===== config.mk =====
export PLATFORM = sky130hd
export DESIGN_NAME = result_buffer
export DESIGN_NICKNAME = d
export VERILOG_FILES = /design/src/rtl/calculator_pkg.sv /design/src/rtl/result_bank.sv /design/src/rtl/result_buffer.sv
export SDC_FILE = /design/constraint.sdc
export NUM_CORES = 1
export LEC_CHECK = 0
export BUFFER_PORTS_ARGS = -buffer_cell sky130_fd_sc_hd__buf_2
export CAP_MARGIN = 20
export CORE_ASPECT_RATIO = 2
export CORE_MARGIN = 8
export CORE_UTILIZATION = 30
export CTS_BUF_LIST = sky130_fd_sc_hd__clkbuf_4 sky130_fd_sc_hd__clkbuf_8 sky130_fd_sc_hd__clkbuf_16
export CTS_CLUSTER_DIAMETER = 60
export DETAILED_ROUTE_END_ITERATION = 6
export SETUP_SLACK_MARGIN = 0.15
export SLEW_MARGIN = 0
export SYNTH_ARGS = -nofsm -noshare
export SYNTH_HDL_FRONTEND = slang
export SYNTH_SLANG_ARGS = --single-unit

===== constraint.sdc =====
create_clock -name clk_i -period 8.2 [get_ports clk_i]
set_clock_uncertainty 0.1 [all_clocks]
set_input_delay 1.23 -clock clk_i [delete_from_list [all_inputs] [get_ports clk_i]]
set_output_delay 1.23 -clock clk_i [all_outputs]
set_load 0.02 [all_outputs]

===== src/rtl/calculator_pkg.sv =====
// Shared sizing constants and bank state encoding for the calculator result path.
package calculator_pkg;

  localparam int DATA_W        = 32;
  localparam int MEM_WORD_SIZE = 2 * DATA_W;
  localparam int NUM_BANKS     = 2;

  typedef enum logic [1:0] {
    B_EMPTY = 2'd0,
    B_HALF  = 2'd1,
    B_FULL  = 2'd2
  } buf_state_t;

endpackage


===== src/rtl/result_bank.sv =====
// One memory-word bank: lower/upper data halves, its fill state and, when the
// RESULT_BUFFER_CARRY_EN macro is defined, one carry bit per half.
module result_bank
  import calculator_pkg::*;
#(
  parameter int DATA_W        = calculator_pkg::DATA_W,
  parameter int MEM_WORD_SIZE = calculator_pkg::MEM_WORD_SIZE
) (
  input  logic                     clk_i,
  input  logic                     rst_i,
  input  logic                     wr_lo_i,
  input  logic                     wr_hi_i,
  input  logic                     clear_i,
  input  logic [DATA_W-1:0]        data_i,
`ifdef RESULT_BUFFER_CARRY_EN
  input  logic                     carry_i,
  output logic [1:0]               carries_o,
`endif
  output buf_state_t               state_o,
  output logic [MEM_WORD_SIZE-1:0] word_o
);

  buf_state_t                     state_q, state_d;
  logic [DATA_W-1:0]              lo_q, lo_d;
  logic [MEM_WORD_SIZE-DATA_W-1:0] hi_q, hi_d;

  // Next-state: a pop empties the bank; a lower write (re)starts the word; an upper write completes it.
  always_comb begin
    state_d = state_q;
    lo_d    = lo_q;
    hi_d    = hi_q;
    if (clear_i) begin
      state_d = B_EMPTY;
      lo_d    = '0;
      hi_d    = '0;
    end else if (wr_lo_i) begin
      state_d = B_HALF;
      lo_d    = data_i;
    end else if (wr_hi_i) begin
      state_d = B_FULL;
      hi_d    = (MEM_WORD_SIZE-DATA_W)'(data_i);
    end
  end

  // Bank storage, wiped asynchronously so no partial word survives reset.
  always_ff @(posedge clk_i or posedge rst_i) begin
    if (rst_i) begin
      state_q <= B_EMPTY;
      lo_q    <= '0;
      hi_q    <= '0;
    end else begin
      state_q <= state_d;
      lo_q    <= lo_d;
      hi_q    <= hi_d;
    end
  end

  assign state_o = state_q;
  assign word_o  = {hi_q, lo_q};

`ifdef RESULT_BUFFER_CARRY_EN
  logic [1:0] carry_q, carry_d;

  // Carry bits follow the same write/clear rules as their data halves.
  always_comb begin
    carry_d = carry_q;
    if (clear_i)      carry_d = 2'b00;
    else if (wr_lo_i) carry_d[0] = carry_i;
    else if (wr_hi_i) carry_d[1] = carry_i;
  end

  // Carry storage, cleared with the data.
  always_ff @(posedge clk_i or posedge rst_i) begin
    if (rst_i) carry_q <= 2'b00;
    else       carry_q <= carry_d;
  end

  assign carries_o = carry_q;
`endif

endmodule


===== src/rtl/result_buffer.sv =====
// Two-bank buffer that pairs adder results into memory words {upper, lower}.
// Optional feature macro: RESULT_BUFFER_CARRY_EN (per-half carry and sticky overflow).
module result_buffer
  import calculator_pkg::*;
#(
  parameter int DATA_W        = calculator_pkg::DATA_W,
  parameter int MEM_WORD_SIZE = calculator_pkg::MEM_WORD_SIZE
) (
  input  logic                     clk_i,
  input  logic                     rst_i,
  input  logic                     valid_i,
  input  logic                     buffer_control,
  input  logic [DATA_W-1:0]        result_i,
  input  logic                     carry_i,
  output logic                     ready_o,
  input  logic                     write,
  output logic [MEM_WORD_SIZE-1:0] buff_result,
  output logic                     buff_valid_o,
  output logic [1:0]               carry_o,
  output logic                     overflow_o,
  output logic                     err_o
);

  logic       wb_q, wb_d;
  logic       rb_q, rb_d;
  logic [1:0] count_q, count_d;
  logic       err_q, err_d;

  logic [NUM_BANKS-1:0]     bank_wr_lo, bank_wr_hi, bank_clear;
  buf_state_t               bank_state [NUM_BANKS];
  logic [MEM_WORD_SIZE-1:0] bank_word  [NUM_BANKS];

  logic       accept, pop, lo_req, hi_req, complete, head_full;
  buf_state_t fill_state;

  assign ready_o    = (count_q < 2'd2);
  assign accept     = valid_i && ready_o;
  assign lo_req     = accept && !buffer_control;
  assign hi_req     = accept && buffer_control;
  assign fill_state = bank_state[wb_q];
  assign head_full  = (bank_state[rb_q] == B_FULL);
  assign pop        = write && head_full;
  assign complete   = hi_req && (fill_state == B_HALF);

  // Route write/clear commands to the fill bank and head bank; an upper half to an empty bank is dropped.
  always_comb begin
    bank_wr_lo = '0;
    bank_wr_hi = '0;
    bank_clear = '0;
    for (int i = 0; i < NUM_BANKS; i++) begin
      if (int'(wb_q) == i) begin
        bank_wr_lo[i] = lo_req;
        bank_wr_hi[i] = complete;
      end
      if (int'(rb_q) == i) bank_clear[i] = pop;
    end
  end

  // Pointer, occupancy and sticky protocol-error bookkeeping.
  always_comb begin
    wb_d    = complete ? ~wb_q : wb_q;
    rb_d    = pop ? ~rb_q : rb_q;
    count_d = count_q + {1'b0, complete} - {1'b0, pop};
    err_d   = err_q
            | (valid_i && !ready_o)
            | (lo_req && (fill_state == B_HALF))
            | (hi_req && (fill_state == B_EMPTY))
            | (write && !head_full);
  end

  // Control registers, all cleared asynchronously.
  always_ff @(posedge clk_i or posedge rst_i) begin
    if (rst_i) begin
      wb_q    <= 1'b0;
      rb_q    <= 1'b0;
      count_q <= 2'd0;
      err_q   <= 1'b0;
    end else begin
      wb_q    <= wb_d;
      rb_q    <= rb_d;
      count_q <= count_d;
      err_q   <= err_d;
    end
  end

  assign err_o        = err_q;
  assign buff_valid_o = head_full;
  assign buff_result  = head_full ? bank_word[rb_q] : '0;

`ifdef RESULT_BUFFER_CARRY_EN
  logic [1:0] bank_carry [NUM_BANKS];
  logic       overflow_q, overflow_d;

  for (genvar g = 0; g < NUM_BANKS; g++) begin : g_bank
    result_bank #(.DATA_W(DATA_W), .MEM_WORD_SIZE(MEM_WORD_SIZE)) u_bank (
      .clk_i     (clk_i),
      .rst_i     (rst_i),
      .wr_lo_i   (bank_wr_lo[g]),
      .wr_hi_i   (bank_wr_hi[g]),
      .clear_i   (bank_clear[g]),
      .data_i    (result_i),
      .carry_i   (carry_i),
      .carries_o (bank_carry[g]),
      .state_o   (bank_state[g]),
      .word_o    (bank_word[g])
    );
  end

  // Sticky overflow over every accepted result, including ones later dropped as misordered.
  always_comb begin
    overflow_d = overflow_q | (accept && carry_i);
  end

  // Overflow register.
  always_ff @(posedge clk_i or posedge rst_i) begin
    if (rst_i) overflow_q <= 1'b0;
    else       overflow_q <= overflow_d;
  end

  assign overflow_o = overflow_q;
  assign carry_o    = head_full ? bank_carry[rb_q] : 2'b00;
`else
  logic unused_carry;

  for (genvar g = 0; g < NUM_BANKS; g++) begin : g_bank
    result_bank #(.DATA_W(DATA_W), .MEM_WORD_SIZE(MEM_WORD_SIZE)) u_bank (
      .clk_i   (clk_i),
      .rst_i   (rst_i),
      .wr_lo_i (bank_wr_lo[g]),
      .wr_hi_i (bank_wr_hi[g]),
      .clear_i (bank_clear[g]),
      .data_i  (result_i),
      .state_o (bank_state[g]),
      .word_o  (bank_word[g])
    );
  end

  assign unused_carry = carry_i;
  assign overflow_o   = 1'b0;
  assign carry_o      = 2'b00;
`endif

endmodule


Word-level counts from Yosys, hierarchy flattened

Index checks and enable logic that the tools add are counted.
W data, S select, Z words.

Flip-flop bits (word level): 137
Output and inout port bits: 70
Word-level logic and storage cells: 80

$add $sub $neg: 2
Order comparisons: 3
Equality and inequality tests: 4
Multiplexer cells: 32
Bitwise logic cells: 8
Reductions and logical operators: 21

Operator list:

| operator             | count |
|---|---|
| $mux W32             | 10 |
| $mux W64             | 4 |
| $mux W2              | 12 |
| $logic_and A1 B1 Y1  | 9 |
| $reduce_bool A2 Y1   | 4 |
| $mux W1              | 6 |
| $reduce_bool A3 Y1   | 2 |
| $ge A2 B2 Y1 const B | 2 |
| $ne A2 B2 Y1 const B | 2 |
| $not A1 Y2           | 2 |
| $or A1 B1 Y1         | 4 |
| $reduce_and A2 Y1    | 2 |
| $logic_not A1 Y1     | 3 |
| $add A2 B1 Y2        | 1 |
| $eq A2 B1 Y1 const B | 1 |
| $eq A2 B2 Y1 const B | 1 |
| $logic_not A2 Y1     | 1 |
| $lt A2 B2 Y1 const B | 1 |
| $not A1 Y1           | 2 |
| $sub A2 B1 Y2        | 1 |

Depth between registers and ports, before layout

Gate-level depths: netlist of the first run.

Word-level depth: 10
Depth in mapped cells: 9

By module

A second synthesis of the first run with hierarchy kept.

Cell total of the unflattened synthesis: 697
Area, all modules: 7445.9 µm²

By module, submodules not included:

| module        | instances | cells an instance | area each (µm²) | seq. area each (µm²) |
|---|---|---|---|---|
| result_bank   | 2         | 257               | 3036.7          | 1651.6 |
| result_buffer | 1         | 183               | 1372.6          | 125.1 |

Worst setup path after synthesis of the first run

OpenSTA, ideal clock, no wires.

Path type: flip-flop to output port
From: register rb_q
To: output buff_result[54]
Data arrival time: 1379 ps
Required time: 6870 ps
Path slack: 5491 ps
Stages on the path, launching flop included: 7
Path buffers: 3
Cell sequence: dfrtp_1 > clkbuf_1 > nor3b_1 > a31oi_1 > buf_2 > buf_2 > nor2_1

Longest elaborated chain between the ends: 6

Ends and longest elaborated chain:

| what                                        | RTL line                                 | source |
|---|---|---|
| start: declaration                          | result_buffer.sv:25                      | `logic rb_q, rb_d;` |
| start signal: assignment                    | result_buffer.sv:80                      | `rb_q <= rb_d;` |
| $not A1 Y2 (not written as such) (*)        | result_buffer.sv:41, result_buffer.sv:88 |  |
| $mux W2 (not written as such) (3 in series) | result_buffer.sv:41                      | `assign head_full = (bank_state[rb_q] == B_FULL);` |
| $eq A2 B2 Y1                                | result_buffer.sv:41                      |  |
| $mux W64 (*)                                | result_buffer.sv:88                      | `assign buff_result = head_full ? bank_word[rb_q] : '0;` |
| end: declaration                            | result_buffer.sv:17                      | `output logic [MEM_WORD_SIZE-1:0] buff_result,` |

Mark *: on every way between the ends. The rest lies on a longest branch, timed or not. The select of a mux whose other input is x is not followed.

Worst setup path after layout of the first run

From: register rb_q
To: output buff_result[62]

The elaborated chain is that of the path after synthesis.

==> results of run 1 <==
## metrics by stage
stage / setup slack [ns] / std cells / total power, mW
2_1_floorplan: 3.20 / 779 / 1.94
3_3_place_gp: 4.43 / 1094 / 2.27
3_5_place_dp: 4.42 / 1094 / 2.30
4_1_cts: 3.96 / 1124 / 3.06
5_1_grt: 3.84 / 1124 / 3.22
6_report: 4.02 / 1124 / 3.02
## layout make-up
cell class | count | area share, %
clock buffers | 19 | 5.62
flip-flops and latches | 137 | 42.6
clock inverters | 11 | 1.55
repair buffers | 116 | 7.61
well taps | 280 | 4.35
multi-input cells | 555 | 38.0
inverters | 6 | 0.342
## logic make-up after synthesis
logic type,synth area share [%]
AND/OR/NAND/NOR,18.0
flip-flops,50.2
AO/OA/AOI/OAI,15.1
XOR/XNOR,0.513
other,0.0549
adder cells (fa/ha/maj),0.183
multiplexers,9.70
buffers and inverters,6.25
## sequential cells by signal (all words and copies together) (netlist names)
signal                 flops
count_q                    2
err_o                      1
g_bank.u_bank.hi_q        64
g_bank.u_bank.lo_q        64
g_bank.u_bank.state_o      4
rb_q                       1
wb_q                       1
## synth_stat cells, drive strengths merged, types with 3 or more instances
master	count
dfrtp	137
a21oi	130
nand2	128
nor2	67
mux2i	65
nand3	64
o21ai	64
buf	48
clkbuf	33
inv	6
nor3	5
nor4bb	3
xnor2	3
## power by group through the flow
stage          Clock, mW  Combinational, mW  Sequential, mW
4_1_cts            0.773               1.11            1.17
3_3_place_gp           0               1.10            1.17
5_1_grt            0.804               1.21            1.21
6_report           0.757               1.09            1.17
2_1_floorplan          0              0.862            1.08
3_5_place_dp           0               1.11            1.18
## worst max-delay path, cell delays in order, from the launching register on
cell and delay, ns:
dfrtp_4 0.79, nor3b_1 0.16, a31oi_4 0.48, buf_4 0.57
nor2_1 0.19, buf_2 0.20
## metal layers
metal	track usage [%]	routed length, µm
met4	7.86	635
met2	29.2	12100
met3	2.39	980
met1	17.5	8250
met5	0	0
## path summary, 6_finish.rpt
kind | cells past startpoint | from | to
setup reg to reg | 4 | rb_q | count_q[1]
max in group asynchronous | 3 | rst_i | rb_q
hold reg to reg | 1 | count_q[0] | count_q[0]
hold / removal | 1 | count_q[0] | count_q[0]
min in group asynchronous | 2 | rst_i | g_bank[1].u_bank.lo_q[17]
setup / recovery | 5 | rb_q | buff_result[62]
==> impl_metrics.tcl, run 1 <==
set metrics [dict create \
    slew_viol_final 0 \
    maxClockFrequency_mhz 239 \
    postLayoutCellArea_um2 8060 \
    p_clk_share_pct 25.1 \
    post_drt_via_cell_ratio 5.16 \
    core_um2 22500 \
    clk_latency_ns 0.42 \
    synthArstFlopShare_pct 100 \
    synth_top_cell_area_share_pct 50.2 \
    drive_gt1_share_pct 19.1 \
    initial_core_util_pct 30.3 \
    finalHoldViolCount 0 \
    synthFlopType "dfrtp_1" \
    port_buffers 103 \
    drt_wl_total_um 22000 \
    cts_tree "built" \
    fin_hold_ws_ns 0.382 \
    numCtsBuffers 17 \
    die_w_um 123 \
    synth.area.top_cells "dfrtp_1 (50%), a21oi_1 (9.5%), mux2i_1 (9.5%)" \
    start_kind "flip-flop" \
    grt_pass1_vias 5997 \
    gp_congestion 0.740 \
    maxCapViolCount 0 \
    multi_input_area_um2 3060 \
    rsz0062_at_grt "no" \
    synth_edf_count 0 \
    drc 0 \
    dp_hpwl_um 13800 \
    yosysTopAreaCell "dfrtp_1" \
    setup_violations 0 \
    fin_nets 872 \
    timing.setup.tns_ns 0 \
    netlist_instances 777 \
    period_share_pct 51.0 \
    cts_buffer_depth 2 \
    ys_ff_latch 137 \
    area_growth_pct 18.1 \
    ios 108 \
    cp.arrival_ns 2.85 \
    cts_max_level 4 \
    num_rows 78 \
    dr.first_iter.drc_count 409 \
    final_cell_mix "dfrtp_1 (136), a21oi_1 (130), nand2_1 (128), buf_2 (103), nor2_1 (67)" \
    final_common_cell "dfrtp_1" \
    crit_fanout 49 \
    hold_path_class "flip-flop to flip-flop" \
    antenna_found_initial 0 \
    synth.distinct_cells 37 \
    wl_per_cell_um 19.6 \
    ant_nets 0 \
    path_clk_slew_ns 0.06 \
    final_util_pct 35.8 \
    power_density_nw_per_um2 375 \
    min_period_ns 4.18 \
    cts_hold_buf 0 \
    p_leak_nw 3.74 \
    critPathKind "flip-flop to output pin" \
    netlist_area_um2 6830 \
    grt_pass1_wl_um 34600 \
    pwr-share-comb_pct 36.2 \
    swShare_pct 39.2 \
    antennaDiodeCount 0 \
    seq_area_um2 3430 \
    p_sw_mw 1.18 \
    dieHeight_um 229 \
    fillCellCount 2366 \
    cts_root_buf "clkbuf_16" \
    yosys_warnings 0 \
    drtPass1Iterations 5 \
    status "finished, final reports clean" \
    max_slew_margin_pct 29.5 \
    required_ns 6.87 \
    overflow 0 \
    grt_max_degree 71 \
    cts_resized 0 \
    reg2reg_slack_ns 5.77 \
    dieArea_um2 28100 \
    worstSetupEndpointType "output pin" \
    ys_seq_area_share_pct 50.2 \
    vias 5799 \
    power.internal_mw 1.84 \
    post_dp_cell_area_um2 7480 \
    ir_drop_mv 0.159 \
    post-cts-setup-buffer-count 0 \
    seqPwrFrac_pct 38.8 \
    cts_sinks 137 \
    tightest_slew_ns 1.05 \
    avgSynthCellArea_um2 8.78 \
    track_usage_pct 16.1 \
]
No activity file was read; power rests on OpenSTA's default activity.
==> run 2: changes to the inputs <==
==> constraint.sdc (replaced) <==
create_clock -name clk_i -period 3.41 [get_ports clk_i]
set_clock_uncertainty 0.1 [all_clocks]
set_input_delay 0.5115 -clock clk_i [delete_from_list [all_inputs] [get_ports clk_i]]
set_output_delay 0.5115 -clock clk_i [all_outputs]
set_load 0.02 [all_outputs]
==> impl_metrics.tcl, run 2 (same netlist as run 1, synthesis figures left out) <==
set metrics [dict create \
    slew_viol_final 0 \
    overflow 0 \
    path_cells "nor3b_1 -> a31oi_4 -> buf_6 -> nor2_1 -> buf_2" \
    pwr-share-comb_pct 36.9 \
    fin_hold_ws_ns 0.0520 \
    critPathKind "flip-flop to output pin" \
    p_leak_nw 3.81 \
    antenna_found_initial 0 \
    final_util_pct 36.3 \
    p_sw_mw 2.93 \
    crit_fanout 52 \
    p_clk_share_pct 25.3 \
    grt_pass1_vias 6285 \
    seqPwrFrac_pct 37.8 \
    placed_cells 1101 \
    dr.first_iter.drc_count 422 \
    dp_hpwl_um 14500 \
    period_share_pct 88.9 \
    drive_gt1_share_pct 19.7 \
    max_slew_margin_pct 32.0 \
    fin_ws_ns 0.378 \
    postLayoutCellArea_um2 8190 \
    vias 5902 \
    start_kind "flip-flop" \
    ant_nets 0 \
    post-cts-setup-buffer-count 0 \
    fillCellCount 2372 \
    cts_sinks 137 \
    initial_core_util_pct 30.3 \
    multi_input_area_um2 3060 \
    numCtsBuffers 17 \
    final_common_cell "dfrtp_1" \
    port_buffers 103 \
    antennaDiodeCount 0 \
    cts_max_level 4 \
    cp_top_family "flip-flops" \
    clk_latency_ns 0.42 \
    tightest_slew_ns 1.02 \
    slowest_delay_ns 0.68 \
    seq_area_um2 3430 \
    power.internal_mw 4.46 \
    grt_max_degree 69 \
    hold_path_class "primary input to async pin" \
    slowest_stage "dfrtp_4" \
    die_w_um 123 \
    drc 0 \
    cts_root_buf "clkbuf_16" \
    required_ns 2.80 \
    maxCapViolCount 0 \
    final_cell_mix "dfrtp_1 (136), a21oi_1 (130), nand2_1 (128), buf_2 (103), nor2_1 (67)" \
    grt_pass1_wl_um 35800 \
    post_dp_cell_area_um2 7590 \
    num_rows 78 \
    setup_violations 0 \
    rsz0062_at_grt "no" \
    cts_buffer_depth 2 \
    track_usage_pct 16.6 \
    swShare_pct 39.7 \
    ios 108 \
    pre_cts_ws_ns 0.625 \
    area_growth_pct 20.0 \
    post_drt_via_cell_ratio 5.21 \
    ir_drop_mv 0.427 \
    core_um2 22500 \
    gp_congestion 0.766 \
    finalHoldViolCount 0 \
    cts_tree "built" \
    worstSetupEndpointType "output pin" \
    path_clk_slew_ns 0.06 \
    p_total_mw 7.39 \
    drtPass1Iterations 5 \
    dieHeight_um 229 \
    min_period_ns 3.03 \
    drt_wl_total_um 22500 \
    wl_per_cell_um 19.8 \
    dieArea_um2 28100 \
    status "finished, final reports clean" \
    finalNonFillerCells 1133 \
    fin_nets 879 \
    cp.arrival_ns 2.42 \
    cp_num_buf_inv 2 \
    timing.setup.tns_ns 0 \
    power_density_nw_per_um2 902 \
    maxClockFrequency_mhz 330 \
]
-- run 2: cell count changes in the layout (fill, tap and decap cells not counted) --
cell	before	now
and3b_2	2	0
buf_12	0	5
buf_4	13	14
buf_6	0	1
clkinv_4	2	4
clkinvlp_4	5	3
and3b_1	0	2
inv_8	0	1
clkbuf_8	2	0
inv_6	1	4
-- run 2: final timing paths --
check	start	to	slack, ns	depth (start not counted)
max	rb_q	buff_result[43]	0.38	5
min	rst_i	g_bank[1].u_bank.lo_q[17]	0.05	2
max reg2reg	rb_q	count_q[1]	1.05	4
min reg2reg	count_q[0]	count_q[0]	0.38	1
max in group asynchronous	rst_i	rb_q	2.40	3
min in group clk_i	result_i[1]	g_bank[0].u_bank.lo_q[1]	0.25	3
-- run 2: layer usage --
layer | vias up | share of wire (%) | track usage (%)
met3 | 39 | 3.6 | 2.46
met5 | - | 0 | 0
met2 | 175 | 55 | 30.2
li1 | 2770 | - | -
met1 | 2918 | 37 | 17.8
met4 | 0 | 3.5 | 8.62
-- run 2: what timing repair did --
action                                  CTS  global route
endpoints found under the setup margin    0            50
resized for setup                         0             1
hold buffers                              0             0
-- run 2: area by class of cell --
cell class / count / area share, %
Sequential cell: 137 / 41.9
Multi-Input combinational cell: 555 / 37.3
Timing Repair Buffer: 123 / 8.94
Clock buffer: 17 / 5.19
Tap cell: 280 / 4.28
Clock inverter: 15 / 2.03
Inverter: 6 / 0.321
-- run 2: power by group through the flow --
stage / clock (mW) / combinational [mW] / sequential [mW]
after CTS: 1.91 / 2.78 / 2.79
after global routing: 1.98 / 3.00 / 2.88
after detailed placement: 0 / 2.77 / 2.82
after floorplan: 0 / 2.07 / 2.59
final: 1.87 / 2.73 / 2.79
after global placement: 0 / 2.73 / 2.79
==> run 3: changes to the inputs <==
--- a/config.mk
+++ b/config.mk
@@ -11,8 +11,8 @@
 export CORE_MARGIN = 8
 export CORE_UTILIZATION = 30
 export CTS_BUF_LIST = sky130_fd_sc_hd__clkbuf_4 sky130_fd_sc_hd__clkbuf_8 sky130_fd_sc_hd__clkbuf_16
-export CTS_CLUSTER_DIAMETER = 60
 export DETAILED_ROUTE_END_ITERATION = 6
+export HOLD_SLACK_MARGIN = 0.12
 export SETUP_SLACK_MARGIN = 0.15
 export SLEW_MARGIN = 0
 export SYNTH_ARGS = -nofsm -noshare
==> impl_metrics.tcl, run 3 (same netlist as run 1, synthesis figures left out) <==
set metrics [dict create \
    status "finished, final reports clean" \
    gp_congestion 0.766 \
    fillCellCount 2369 \
    power.internal_mw 4.46 \
    cts_tree "built" \
    wl_per_cell_um 19.8 \
    overflow 0 \
    grt_use_met3_pct 2.46 \
    p_clk_share_pct 25.3 \
    slowest_stage "dfrtp_4" \
    setup_violations 0 \
    clk_latency_ns 0.42 \
    ant_nets 0 \
    period_share_pct 89.0 \
    drtPass1Iterations 5 \
    seqPwrFrac_pct 37.8 \
    grt_pass1_vias 6291 \
    area_growth_pct 20.1 \
    cp.arrival_ns 2.42 \
    pwr-share-comb_pct 36.9 \
    track_usage_pct 16.6 \
    dieArea_um2 28100 \
    critPathKind "flip-flop to output pin" \
    final_common_cell "dfrtp_1" \
    slew_viol_final 0 \
    die_w_um 123 \
    drc 0 \
    use_met1_pct 17.8 \
    cts_max_level 4 \
    cts_sinks 137 \
    tightest_slew_ns 1.02 \
    final_util_pct 36.4 \
    dr.first_iter.drc_count 433 \
    cts_buffer_depth 2 \
    required_ns 2.80 \
    port_buffers 103 \
    p_sw_mw 2.93 \
    seq_area_um2 3430 \
    maxCapViolCount 0 \
    ios 108 \
    finalHoldViolCount 0 \
    grt_max_degree 69 \
    maxClockFrequency_mhz 329 \
    vias 5896 \
    crit_fanout 52 \
    grt_use_met2_pct 30.2 \
    max_slew_margin_pct 32.0 \
    numCtsBuffers 17 \
    min_period_ns 3.03 \
    multi_input_area_um2 3060 \
    core_um2 22500 \
    ir_drop_mv 0.428 \
    dieHeight_um 229 \
    drive_gt1_share_pct 19.7 \
    final_cell_mix "dfrtp_1 (136), a21oi_1 (130), nand2_1 (128), buf_2 (103), nor2_1 (67)" \
    antenna_found_initial 0 \
    rsz0062_at_grt "no" \
    power_density_nw_per_um2 901 \
    swShare_pct 39.7 \
    post_drt_via_cell_ratio 5.20 \
    start_kind "flip-flop" \
    fin_nets 880 \
    hold_path_class "primary input to flip-flop" \
    p_total_mw 7.39 \
    drt_wl_total_um 22400 \
    grt_pass1_wl_um 35800 \
    path_clk_slew_ns 0.07 \
    num_rows 78 \
    busiest_layer "met2" \
    initial_core_util_pct 30.3 \
    dp_hpwl_um 14500 \
    slowest_delay_ns 0.68 \
    worstSetupEndpointType "output pin" \
    timing.setup.tns_ns 0 \
    path_cells "nor3b_1 -> a31oi_4 -> buf_6 -> nor2_1 -> buf_2" \
    antennaDiodeCount 0 \
    p_leak_nw 3.81 \
    cts_root_buf "clkbuf_16" \
]
==> run 3: cell types whose count changed in the layout (fill, tap and decap cells not counted) <==
cell	previous run	this run
dlygate4sd3_1	0	1
==> run 3: per-layer routing <==
metal	up-vias	share of wire (%)
met2	160	55
met5	-	0
li1	2773	-
met1	2923	38
met3	40	3.5
met4	0	3.6
==> run 3: cell type report <==
cell class	count	area share, %
Sequential cell	137	41.9
Multi-Input combinational cell	555	37.3
Timing Repair Buffer	124	9.05
Clock buffer	17	5.19
Tap cell	280	4.27
Clock inverter	15	2.03
Inverter	6	0.320
==> run 3: repair_timing <==
| item | in CTS | in global routing |
|---|---|---|
| gates resized for setup | 0 | 1 |
| setup buffers | 0 | 0 |
| endpoints found under the hold margin | 22 | 0 |
| setup endpoints to repair | 0 | 50 |
| hold buffers | 1 | 0 |
==> run 3: power by group through the flow <==
stage	logic [mW]	registers [mW]	clock network, mW
floorplan	2.07	2.59	0
global placement	2.73	2.79	0
detailed placement	2.77	2.82	0
CTS	2.78	2.79	1.91
global route	3.00	2.88	1.98
finish	2.73	2.79	1.87
==> run 3: final timing paths <==
| path | start | to | slack [ns] | cells after the start |
|---|---|---|---|---|
| min in group asynchronous | rst_i | g_bank[1].u_bank.lo_q[17] | 0.60 | 3 |
| max | rb_q | buff_result[43] | 0.38 | 5 |
| min | result_i[1] | g_bank[0].u_bank.lo_q[1] | 0.25 | 3 |
| max in group asynchronous | rst_i | rb_q | 1.84 | 4 |
| max reg2reg | rb_q | count_q[1] | 1.05 | 6 |
| min reg2reg | count_q[0] | count_q[0] | 0.38 | 1 |
==> run 3: stage by stage <==
step	setup slack (ns)	std cells	area (µm²)	hold slack, ns
floorplan	1.09	779	6840	0.356
global placement	0.651	1101	7590	0.366
detailed placement	0.625	1101	7590	0.373
CTS	0.163	1134	8200	0.233
global route	0.191	1134	8200	0.245
finish	0.375	1134	8200	0.249
==> run 3: worst max-delay path: cells and delay by family, from the launching register on <==
kind / cells / cell delay, ns
AND/OR/NAND/NOR: 2 / 0.24
flip-flops: 1 / 0.68
buffers and inverters: 2 / 0.59
AO/OA/AOI/OAI: 1 / 0.45
